$ cat src/rtl/uart_trig_pkg.sv
// Shared types and constants for the UART frame trigger controller.
package uart_trig_pkg;

   localparam int DATA_W_DEF   = 8;
   localparam int BAUD_W_DEF   = 16;
   localparam int MIN_BAUD_DEF = 4;

   // Frame bit positions: start = 0, data = 1..DATA_W, stop = DATA_W + 1.
   localparam int STOP_IDX = DATA_W_DEF + 1;

   function automatic int stop_idx(input int data_w);
      return data_w + 1;
   endfunction

   typedef enum logic [1:0] {
      IDLE  = 2'd0,
      START = 2'd1,
      DATA  = 2'd2,
      STOP  = 2'd3
   } state_t;

endpackage

$ cat src/rtl/uart_bit_timer.sv
// Down-counting bit timer; expire is high while the count sits at zero.
module uart_bit_timer #(
   parameter int BAUD_W = 16
) (
   input  logic              clk,
   input  logic              rst,
   input  logic              load,
   input  logic [BAUD_W-1:0] load_val,
   output logic              expire
);

   logic [BAUD_W-1:0] r_cnt;

   always_ff @(posedge clk or posedge rst) begin
      if (rst) begin
         r_cnt <= '0;
      end else if (load) begin
         r_cnt <= load_val;
      end else if (r_cnt != '0) begin
         r_cnt <= r_cnt - BAUD_W'(1);
      end
   end

   assign expire = (r_cnt == '0);

endmodule

$ cat src/rtl/uart_trig_ctrl.sv
// UART receiver that pulses a trigger on valid frames whose payload matches
// match under mask. o_state exposes the FSM state for observation.
module uart_trig_ctrl
   import uart_trig_pkg::*;
#(
   parameter int DATA_W   = DATA_W_DEF,
   parameter int BAUD_W   = BAUD_W_DEF,
   parameter int MIN_BAUD = MIN_BAUD_DEF
) (
   input  logic              clk,
   input  logic              rst,
   input  logic              RX,
   input  logic [BAUD_W-1:0] baud_cnt,
   input  logic [DATA_W-1:0] mask,
   input  logic [DATA_W-1:0] match,
   input  logic              arm,
   output logic              UARTtrig,
   output logic              rdy,
   output logic              frame_err,
   output logic [DATA_W-1:0] rx_data,
   output logic              busy,
   output logic [1:0]        o_state
);

   localparam int CNT_W    = $clog2(DATA_W + 1);
   localparam int LAST_BIT = stop_idx(DATA_W) - 2;

   state_t              r_state;
   state_t              w_next;
   logic                r_rx_meta;
   logic                r_rx_sync;
   logic                r_rx_prev;
   logic [BAUD_W-1:0]   r_baud_q;
   logic [DATA_W-1:0]   r_shift;
   logic [CNT_W-1:0]    r_bit_cnt;
   logic                r_rdy;
   logic                r_trig;
   logic                r_ferr;
   logic [DATA_W-1:0]   r_rx_data;

   logic                w_expire;
   logic                w_load;
   logic [BAUD_W-1:0]   w_load_val;
   logic [BAUD_W-1:0]   w_baud_eff;
   logic                w_latch_baud;
   logic                w_shift_en;
   logic                w_clr_cnt;
   logic                w_frame_ok;
   logic                w_frame_bad;
   logic                w_hit;

   uart_bit_timer #(.BAUD_W(BAUD_W)) u_timer (
      .clk      (clk),
      .rst      (rst),
      .load     (w_load),
      .load_val (w_load_val),
      .expire   (w_expire)
   );

   assign w_baud_eff = (baud_cnt < BAUD_W'(MIN_BAUD)) ? BAUD_W'(MIN_BAUD) : baud_cnt;
   assign w_hit      = ((r_shift | mask) == (match | mask));

   always_comb begin
      w_next       = r_state;
      w_load       = 1'b0;
      w_load_val   = '0;
      w_latch_baud = 1'b0;
      w_shift_en   = 1'b0;
      w_clr_cnt    = 1'b0;
      w_frame_ok   = 1'b0;
      w_frame_bad  = 1'b0;
      case (r_state)
         IDLE: begin
            if (arm && r_rx_prev && !r_rx_sync) begin
               w_next       = START;
               w_latch_baud = 1'b1;
               w_load       = 1'b1;
               w_load_val   = (w_baud_eff >> 1) - BAUD_W'(1);
            end
         end
         START: begin
            if (w_expire) begin
               if (r_rx_sync) begin
                  w_next = IDLE;
               end else begin
                  // Start check lands one cycle before H, so the first data
                  // period is a full baud_q to keep samples at H + k*baud_q.
                  w_next     = DATA;
                  w_load     = 1'b1;
                  w_load_val = r_baud_q;
                  w_clr_cnt  = 1'b1;
               end
            end
         end
         DATA: begin
            if (w_expire) begin
               w_shift_en = 1'b1;
               w_load     = 1'b1;
               w_load_val = r_baud_q - BAUD_W'(1);
               if (r_bit_cnt == CNT_W'(LAST_BIT)) begin
                  w_next = STOP;
               end
            end
         end
         STOP: begin
            if (w_expire) begin
               w_next      = IDLE;
               w_frame_ok  = r_rx_sync;
               w_frame_bad = !r_rx_sync;
            end
         end
         default: w_next = IDLE;
      endcase
   end

   always_ff @(posedge clk or posedge rst) begin
      if (rst) begin
         r_state <= IDLE;
      end else begin
         r_state <= w_next;
      end
   end

   always_ff @(posedge clk or posedge rst) begin
      if (rst) begin
         r_rx_meta <= 1'b1;
         r_rx_sync <= 1'b1;
         r_rx_prev <= 1'b1;
         r_baud_q  <= BAUD_W'(MIN_BAUD);
         r_shift   <= '0;
         r_bit_cnt <= '0;
         r_rdy     <= 1'b0;
         r_trig    <= 1'b0;
         r_ferr    <= 1'b0;
         r_rx_data <= '0;
      end else begin
         r_rx_meta <= RX;
         r_rx_sync <= r_rx_meta;
         r_rx_prev <= r_rx_sync;
         if (w_latch_baud) begin
            r_baud_q <= w_baud_eff;
         end
         if (w_clr_cnt) begin
            r_bit_cnt <= '0;
         end else if (w_shift_en) begin
            r_bit_cnt <= r_bit_cnt + CNT_W'(1);
         end
         if (w_shift_en) begin
            r_shift <= {r_rx_sync, r_shift[DATA_W-1:1]};
         end
         r_rdy  <= w_frame_ok;
         r_trig <= w_frame_ok && arm && w_hit;
         r_ferr <= w_frame_bad;
         if (w_frame_ok) begin
            r_rx_data <= r_shift;
         end
      end
   end

   assign UARTtrig  = r_trig;
   assign rdy       = r_rdy;
   assign frame_err = r_ferr;
   assign rx_data   = r_rx_data;
   assign busy      = (r_state != IDLE);
   assign o_state   = r_state;

endmodule

$ cat config.mk
export PLATFORM = sky130hd
export DESIGN_NAME = uart_trig_ctrl
export DESIGN_NICKNAME = d
export VERILOG_FILES = /design/src/rtl/uart_trig_pkg.sv /design/src/rtl/uart_bit_timer.sv /design/src/rtl/uart_trig_ctrl.sv
export SDC_FILE = /design/constraint.sdc
export NUM_CORES = 1
export LEC_CHECK = 0
export BUFFER_PORTS_ARGS = -buffer_cell sky130_fd_sc_hd__buf_2
export CAP_MARGIN = 20
export CORE_UTILIZATION = 33
export CTS_BUF_LIST = sky130_fd_sc_hd__clkbuf_4 sky130_fd_sc_hd__clkbuf_8 sky130_fd_sc_hd__clkbuf_16
export CTS_CLUSTER_DIAMETER = 50
export CTS_CLUSTER_SIZE = 20
export DETAILED_ROUTE_END_ITERATION = 8
export GPL_ROUTABILITY_DRIVEN = 0
export PLACE_DENSITY = 0.51
export RECOVER_POWER = 50
export SLEW_MARGIN = 20
export SYNTH_ARGS = -nofsm -noshare
export SYNTH_HDL_FRONTEND = slang
export SYNTH_HIERARCHICAL = 1
export SYNTH_SLANG_ARGS = --single-unit
$ cat constraint.sdc
create_clock -name clk -period 7.28 [get_ports clk]
set_clock_uncertainty 0.1 [all_clocks]
set_input_delay 1.092 -clock clk [delete_from_list [all_inputs] [get_ports clk]]
set_output_delay 1.092 -clock clk [all_outputs]
set_load 0.02 [all_outputs]
==> results of run 1 <==
stage by stage:
stage	utilization (%)	instance area [µm²]
floorplan	-	3530
global placement	37.6	3900
detailed placement	37.6	3900
CTS	39.8	4120
global route	39.8	4130
finish	39.8	4130
power breakdown:
part | internal (mW) | switching, mW | total (mW)
Combinational | 0.136 | 0.173 | 0.309
Clock | 0.195 | 0.149 | 0.343
Sequential | 0.417 | 0.108 | 0.525
final cells by class:
class | instances | area, µm² | area share [%]
repair buffers | 53 | 265 | 6.43
clock buffers | 9 | 124 | 3.00
inverters | 8 | 30.0 | 0.728
multi-input cells | 332 | 1930 | 46.8
clock inverters | 7 | 98.8 | 2.40
well taps | 136 | 170 | 4.12
flip-flops and latches | 60 | 1510 | 36.5
state kept, by name (all words and copies together) (netlist names), named ones only:
register,count
UARTtrig,1
o_state,1
rdy,1
u_timer/r_cnt,16
r_rx_meta,1
r_rx_sync,1
r_shift,8
r_rx_prev,1
r_baud_q,16
r_bit_cnt,4
rx_data,8
frame_err,1
worst paths after layout:
| path | from | end | slack, ns | depth (start not counted) |
|---|---|---|---|---|
| worst min-delay path | r_rx_meta | r_rx_sync | 0.26 | 0 |
| worst max-delay path | baud_cnt[7] | u_timer/r_cnt[14] | 3.33 | 13 |
| worst min register to register | r_rx_meta | r_rx_sync | 0.26 | 0 |
| max in group asynchronous | rst | r_baud_q[15] | 4.33 | 3 |
| min in group asynchronous | rst | rx_data[6] | 0.62 | 2 |
| worst max register to register | u_timer/r_cnt[0] | u_timer/r_cnt[14] | 3.78 | 12 |
logic make-up (layout without fill, tap and decap cells):
| kind of cell | count (synthesis) | after routing |
|---|---|---|
| and+or+nand+nor | 218 | 218 |
| AOI/OAI and AO/OA | 72 | 72 |
| DFF | 60 | 60 |
| xor gates and xnor gates | 35 | 35 |
| buffers and inverters | 28 | 77 |
| adders and majority gates | 4 | 4 |
| muxes | 3 | 3 |
cell usage in the layout (no fill, tap or decap), drive strengths merged, types with 4 or more instances in the layout:
| cell | synthesis | final |
|---|---|---|
| or3 | 5 | 5 |
| a21oi | 17 | 17 |
| clkinv | 1 | 4 |
| dfstp | 4 | 4 |
| inv | 7 | 8 |
| buf | 3 | 48 |
| or4 | 8 | 8 |
| nand2 | 129 | 129 |
| xnor2 | 24 | 24 |
| nor3 | 17 | 17 |
| nor4 | 9 | 9 |
| nor3b | 5 | 5 |
| xor2 | 11 | 11 |
| nand3 | 7 | 7 |
| o221ai | 8 | 8 |
| nand4 | 5 | 5 |
| a221o | 4 | 4 |
| nand2b | 4 | 4 |
| nor2 | 23 | 23 |
| dfrtp | 56 | 56 |
| ha | 4 | 4 |
| o21ai | 24 | 24 |
| clkbuf | 17 | 14 |
worst max-delay path: cells and delay by family:
kind / cells / cell delay (ns)
xor gates and xnor gates: 1 / 0.08
and+or+nand+nor: 8 / 2.10
buffers and inverters: 1 / 0.12
AOI/OAI and AO/OA: 2 / 0.45
adders and majority gates: 1 / 0.18
per-layer routing:
layer	vias to the layer above	track usage (%)	part of all wire, %
met5	-	0	0
met4	0	5.94	1.4
met3	9	3.65	3.0
met2	40	28.1	47
met1	1440	22.4	49
li1	1542	-	-
==> results.md, run 1 <==
- The synthesized-area fraction occupied by adder cells is 1.42%.
- The area growth from synthesis to layout is 16.9%.
- In this run the clock root is driven by a clkbuf_8.
- The core area is 0.0104 mm².
- The overall power after layout is 1.18 mW.
- Once routing completed, OpenROAD measured the worst setup slack at 3.33 ns.
- The initial core utilization is 34.0%.
- The endpoint arrival time on the critical path is 4.05 ns.
- The DRC marker count from the first detailed-route iteration is 104.
- Setup violations remaining at the end of the flow were counted as 0.
- By area, the combinational part of the netlist is dominated by simple AND/OR/NAND/NOR gates.
- The chip height is 105 µm.
- The finished layout holds 605 standard cells, fillers aside.
- The number of clock buffers added by TritonCTS is 9.
- The most used flip-flop cell after synthesis is dfrtp_1.
- The checks that failed: capacitance limit, slew limit.
- The critical path is of the in -> reg type.
- The wire-length estimate of the detail-placed layout is 6350 µm.
- The count of buffers from port buffering is 49.
- The die boundary width is 105 µm.
- The wire length of the first global-routing pass is 15000 µm.
- The number of enable flip-flop cells after synthesis is 0.
- The relative slew slack is -26.8%.
- In the post-synthesis netlist, the biggest area contributors are dfrtp_1 40%, nand2_1 14%, xnor2_1 6.0%.
- The data required time at the worst endpoint is 7.38 ns.
- The repair_antennas step left the layout with diodes totalling 0.
- The H-tree generated during clock tree synthesis spans 3 levels.
- Setup repair after global routing left no endpoint under its margin.
- Timing analysis after detailed placement gives a worst setup slack of 2.98 ns.
- The post-synthesis register bit count is 60.
- The minimum period implied by the final worst setup slack is 3.95 ns.
- The portion of the post-synthesis area used by sequential elements is 42.7%.
- Along the worst path, the maximum fanout reaches 6.
- Entering global routing, the biggest net connects 45 pins.
- The number of clock sinks is 60.
- The maximum vdd ir drop is 0.130 mV.
- The total instance count after detailed placement is 588.
- The simple-gate portion of the synthesized area is 30.1%.
- The count of cells resized by post-cts repair is 0.
- The via count of the first global-routing pass is 3006.
- The maximum clock rate is 0.253 GHz.
- The critical path goes through buf_2 -> nor4_1 -> nand2_1 -> or4_1 -> nand2_1 -> ha_1 -> nand2b_1 -> or4_1 -> nor2_1 -> xor2_1 -> a221o_1 -> nand2_1 -> o211ai_1.
- The cell repeated most along the worst path is nand2_1.
- Once detail routing completed, the nets flagged for antenna violations numbered 0.
- The share of the cycle needed by the critical path after routing is 54.3%.
- The synthesized area per cell is 8.41 µm².
- The leakage power is 1.88 nW.
- The run finished, with violations left.
- The worst setup path is captured at a register.
- The largest individual stage delay along the critical path comes from the cell or4_1.
- The post-synthesis instance area is 0.00353 mm².
- The share of the synthesized area in compound gates (AO/OA/AOI/OAI) is 13.2%.
- The total setup buffers inserted after CTS is 0.
- The maximum count of clock buffers along a single path is 2.
- The initial antenna violation count was 0.
- The floorplan step defined a die boundary enclosing 0.0111 mm².
- After detailed routing, the average wire length per cell comes to 14.6 µm.
- In the synthesized netlist the async set-or-reset flop fraction comes to 100%.
- The layout filler cell count is 1109.
- The class of the most critical hold timing path is reg -> reg.
- Summed over its instances, the top area cell type makes up 39.7% of the synthesized netlist area.
- Power spread over the standard cell area amounts to 285 mW/mm².
- The mux cell area share after synthesis is 0.886%.
- The net count of the mapped netlist is 460.
- The number of violations of the max-capacitance limit is 1.
- By count the netlist is led by 129 x nand2_1, 56 x dfrtp_1, 24 x xnor2_1, 22 x nor2_1, 20 x o21ai_0.
- The worst hold slack across all endpoints is 0.264 ns.
- The number of max-slew violations in the final report was 34.
- In this run the count of I/O pins placed on the die edge is 50.
- The fraction of final layout cells sized beyond drive strength 1 is 17.9%.
- Wires add up to 8800 µm.
- The hold violation total from the final report is 0.
- The total negative slack is 0 ns.
- For the worst-skew pair, the clock arrives at the later sink with an insertion delay of 0.34 ns.
- The synthesized design spends more area on one cell type than any other, namely dfrtp_1.
- The total congestion overflow is 0.
- The number of hold buffers added after CTS was 0.
- The number of library cell types mapped by synthesis is 53.
- The overall track demand over capacity in global routing is 17.2%.
- The final route contains 3031 vias.
- The critical path launch point type is an input port.
- The most numerous cell in the Yosys netlist is nand2_1.
- Synthesis produced 420 cells.
- For this run, the slowest stage of the critical path takes 0.55 ns.
- At the pin with the least slew margin, the transition time is 1.90 ns.
- For this run, the post-layout net count is 504.
- Dividing the detail-routed via count by the number of cells gives 5.01.
- After clock tree synthesis, the clock-pin slew on the worst setup and hold paths is 0.08 ns.
- The post-synthesis xor/xnor area fraction is 8.68%.
- The first TritonRoute pass finished after 4 iterations.
- The total number of yosys warnings is 6.
- For this run, design rule violations remaining after detail routing come to 0.
- The initialized floorplan defines 37 standard-cell rows.
- The clock tree from TritonCTS is built.
Note: power is estimated with default switching activity, not from simulation.
==> run 2, diff against run 1 <==
clock period = 4.1 ns   (was 7.28 ns; I/O delays follow)
==> run 2 against run 1 <==
- die area unchanged
- count of clock-buffer cells in the layout unchanged
- the run still ends with capacitance limit, slew limit left
- design area up 0.45%
- largest power group unchanged
- sequential cell count unchanged
==> results.md, run 2 (synthesis gave the netlist of run 1 again) <==
- The gate family responsible for the most delay along the worst path is simple AND/OR/NAND/NOR gates (unchanged).
- The number of standard-cell rows in the floorplan is 37 (unchanged).
- The proportion of power drawn by combinational gates is 26.9% (was 26.2%).
- The insertion delay of the later-clocked pin in the worst-skew pair is 0.34 ns (about the same).
- The initial antenna violation count is 0 (unchanged).
- Most frequent cells in the layout: 129 x nand2_1, 56 x dfrtp_1, 44 x buf_2, 24 x xnor2_1, 22 x nor2_1 (unchanged).
- The count of buffers from port buffering is 49 (unchanged).
- The maximum clock rate is 0.301 GHz.
- The signed area change from the synthesized netlist to the final layout is 17.4% (was 16.9%).
- The sequential fraction of design power came to 45.6% (was 44.6%).
- The relative slew slack is -23.6% (was -26.8%).
- The chip height is 105 µm (unchanged).
- The final setup violation count is 0 (unchanged).
- The wire length of the first global-routing pass is 15000 µm (about the same).
- The buffering stage count on the worst path with inverters included is 1 (unchanged).
- The total instance count after detailed placement is 594 (was 588).
- The post-cts hold buffer count is 0 (unchanged).
- The post-route core utilization is 40.0% (was 39.8%).
- The total setup buffers inserted after CTS came to 0 (unchanged).
- The number of ports placed on the die boundary is 50 (unchanged).
- The detailed placement HPWL came to 6330 µm (was 6350 µm).
- The antenna diode count is 0 (unchanged).
- The initial core utilization is 34.0% (unchanged).
- The cell type of the slowest stage on the worst timing path is or4_1 (unchanged).
- The worst hold slack across all endpoints is 0.152 ns (was 0.264 ns).
- The actual transition at the worst max-transition pin was 1.85 ns (was 1.90 ns).
- The number of remaining DRC errors is 0 (unchanged).
- The cell repeated most along the worst path is nand2_1 (unchanged).
- The switching power share of the total is 37.7% (was 36.5%).
- The share of the cycle needed by the critical path after routing is 81.0%.
- The number of detailed-routing iterations run before antenna repair is 4 (unchanged).
- The die boundary width is 105 µm (unchanged).
- The cell chosen for the clock root is clkbuf_8 (unchanged).
- The minimum period implied by the final worst setup slack is 3.32 ns.
- The final net count came to 510 (was 504).
- The design internal power is 1.28 mW (was 0.748 mW).
- Setup repair after global routing missed its margin: false (unchanged).
- Largest regs: r_baud_q (16), u_timer/r_cnt (16) (unchanged).
- The critical path launch point type was an input port (unchanged).
- The number of max-slew violations in the final report is 34 (unchanged).
- Result of the run: finished, violations left (unchanged).
- Violations in the final reports: capacitance limit, slew limit (unchanged).
- The most frequent standard cell in the layout excluding fill and tap cells is nand2_1 (unchanged).
- The total die area was 0.0111 mm² (unchanged).
- The via count of the first global-routing pass is 3025 (was 3006).
- The number of vias per cell after detailed routing is 5.08 (was 5.01).
- The endpoint class of the critical path was a register (unchanged).
- The power per unit of standard cell area came to 494 mW/mm² (was 285 mW/mm²).
- The CTS clock-pin slew for the worst setup and hold paths is 0.08 ns (about the same).
- The total detailed-routing wirelength is 8950 µm (was 8800 µm).
- The fraction of final layout cells sized beyond drive strength 1 was 18.5% (was 17.9%).
- The via count of the routed design is 3106 (was 3031).
- The endpoint arrival time on the critical path is 3.43 ns (was 4.05 ns).
- The portion of total power attributed to the clock network is 27.4% (was 29.2%).
- The count of cells resized by post-cts repair is 0 (unchanged).
- The start-to-end type of the worst setup path is in -> reg (unchanged).
- The total congestion overflow came to 0 (unchanged).
- The maximum count of clock buffers along a single path came to 2 (unchanged).
- The hold violation total from the final report is 0 (unchanged).
- The core area is 0.0104 mm² (unchanged).
- The largest fanout of any net on the critical path is 4 (was 6).
- The number of violations of the max-capacitance limit was 1 (unchanged).
- The switching power of the nets is 0.772 mW (was 0.430 mW).
- The total negative slack came to 0 ns (unchanged).
- The maximum number of pins on one net before global-route repair was 45 (unchanged).
- The leakage power came to 1.90 nW (was 1.88 nW).
- The clock tree from TritonCTS is built (unchanged).
- The data required time at the worst endpoint is 4.21 ns (was 7.38 ns).
- The maximum vdd ir drop is 0.268 mV (was 0.130 mV).
- The CTS H-tree depth is 3 (unchanged).
- Cell-by-cell trace of the critical path: buf_2 -> nor4_1 -> nand2_1 -> or4_1 -> nand2_1 -> ha_1 -> nand2b_1 -> or4_1 -> nor2_1 -> xor2_1 -> a221o_1 -> nand2_1 -> o211ai_1 (unchanged).
- The CTS buffer count was 9 (unchanged).
- The largest stage delay on the critical path is 0.55 ns (about the same).
- The number of clock sinks is 60 (unchanged).
- The overall track demand over capacity in global routing is 17.2% (about the same).
- The average detailed-routed wire length per instance came to 14.7 µm (was 14.6 µm).
- The class of the most critical hold timing path is in -> async (was reg -> reg).
- The remaining number of nets flagged by the antenna check after routing is 0 (unchanged).
- The non-filler instance count after layout was 611 (was 605).
- The DRC marker count from the first detailed-route iteration is 137 (was 104).
[run 2: area by class of cell]
class | count | area (µm²)
Timing Repair Buffer | 59 | 310
Clock inverter | 7 | 82.6
Fill cell | 1095 | 6220
Multi-Input combinational cell | 332 | 1920
Inverter | 8 | 30.0
Clock buffer | 9 | 124
Sequential cell | 60 | 1510
Tap cell | 136 | 170
[run 2: final timing paths]
| check | start | endpoint | slack, ns | cells past startpoint |
|---|---|---|---|---|
| min in group clk | r_rx_meta | r_rx_sync | 0.26 | 0 |
| setup / recovery | baud_cnt[7] | u_timer/r_cnt[14] | 0.78 | 13 |
| hold reg to reg | r_rx_meta | r_rx_sync | 0.26 | 0 |
| hold / removal | rst | r_shift[5] | 0.15 | 2 |
| max in group asynchronous | rst | r_baud_q[15] | 1.66 | 3 |
| setup reg to reg | u_timer/r_cnt[0] | u_timer/r_cnt[9] | 0.81 | 11 |
[run 2: stage by stage]
step                cell area, µm²  power (mW)  setup slack, ns
floorplan                     3530        1.34            0.661
global placement              3940        1.48            0.474
detailed placement            3940        1.50            0.446
CTS                           4150        2.07            0.779
global route                  4150        2.19            0.502
finish                        4150        2.05            0.778
[run 2: power by group through the flow]
stage / registers, mW / clock network [mW] / logic [mW]
finish: 0.935 / 0.562 / 0.551
global route: 0.964 / 0.601 / 0.631
CTS: 0.933 / 0.578 / 0.557
detailed placement: 0.942 / 0 / 0.555
global placement: 0.939 / 0 / 0.541
floorplan: 0.893 / 0 / 0.446
[run 2: per-layer routing]
layer	global-route usage (%)	wire (µm)	vias to the layer above	share of wire, %
met1	24.1	4450	1496	50
met4	4.53	87	0	0.97
met3	3.53	284	9	3.2
li1	-	-	1552	-
met5	0	0	-	0
met2	27.0	4140	49	46
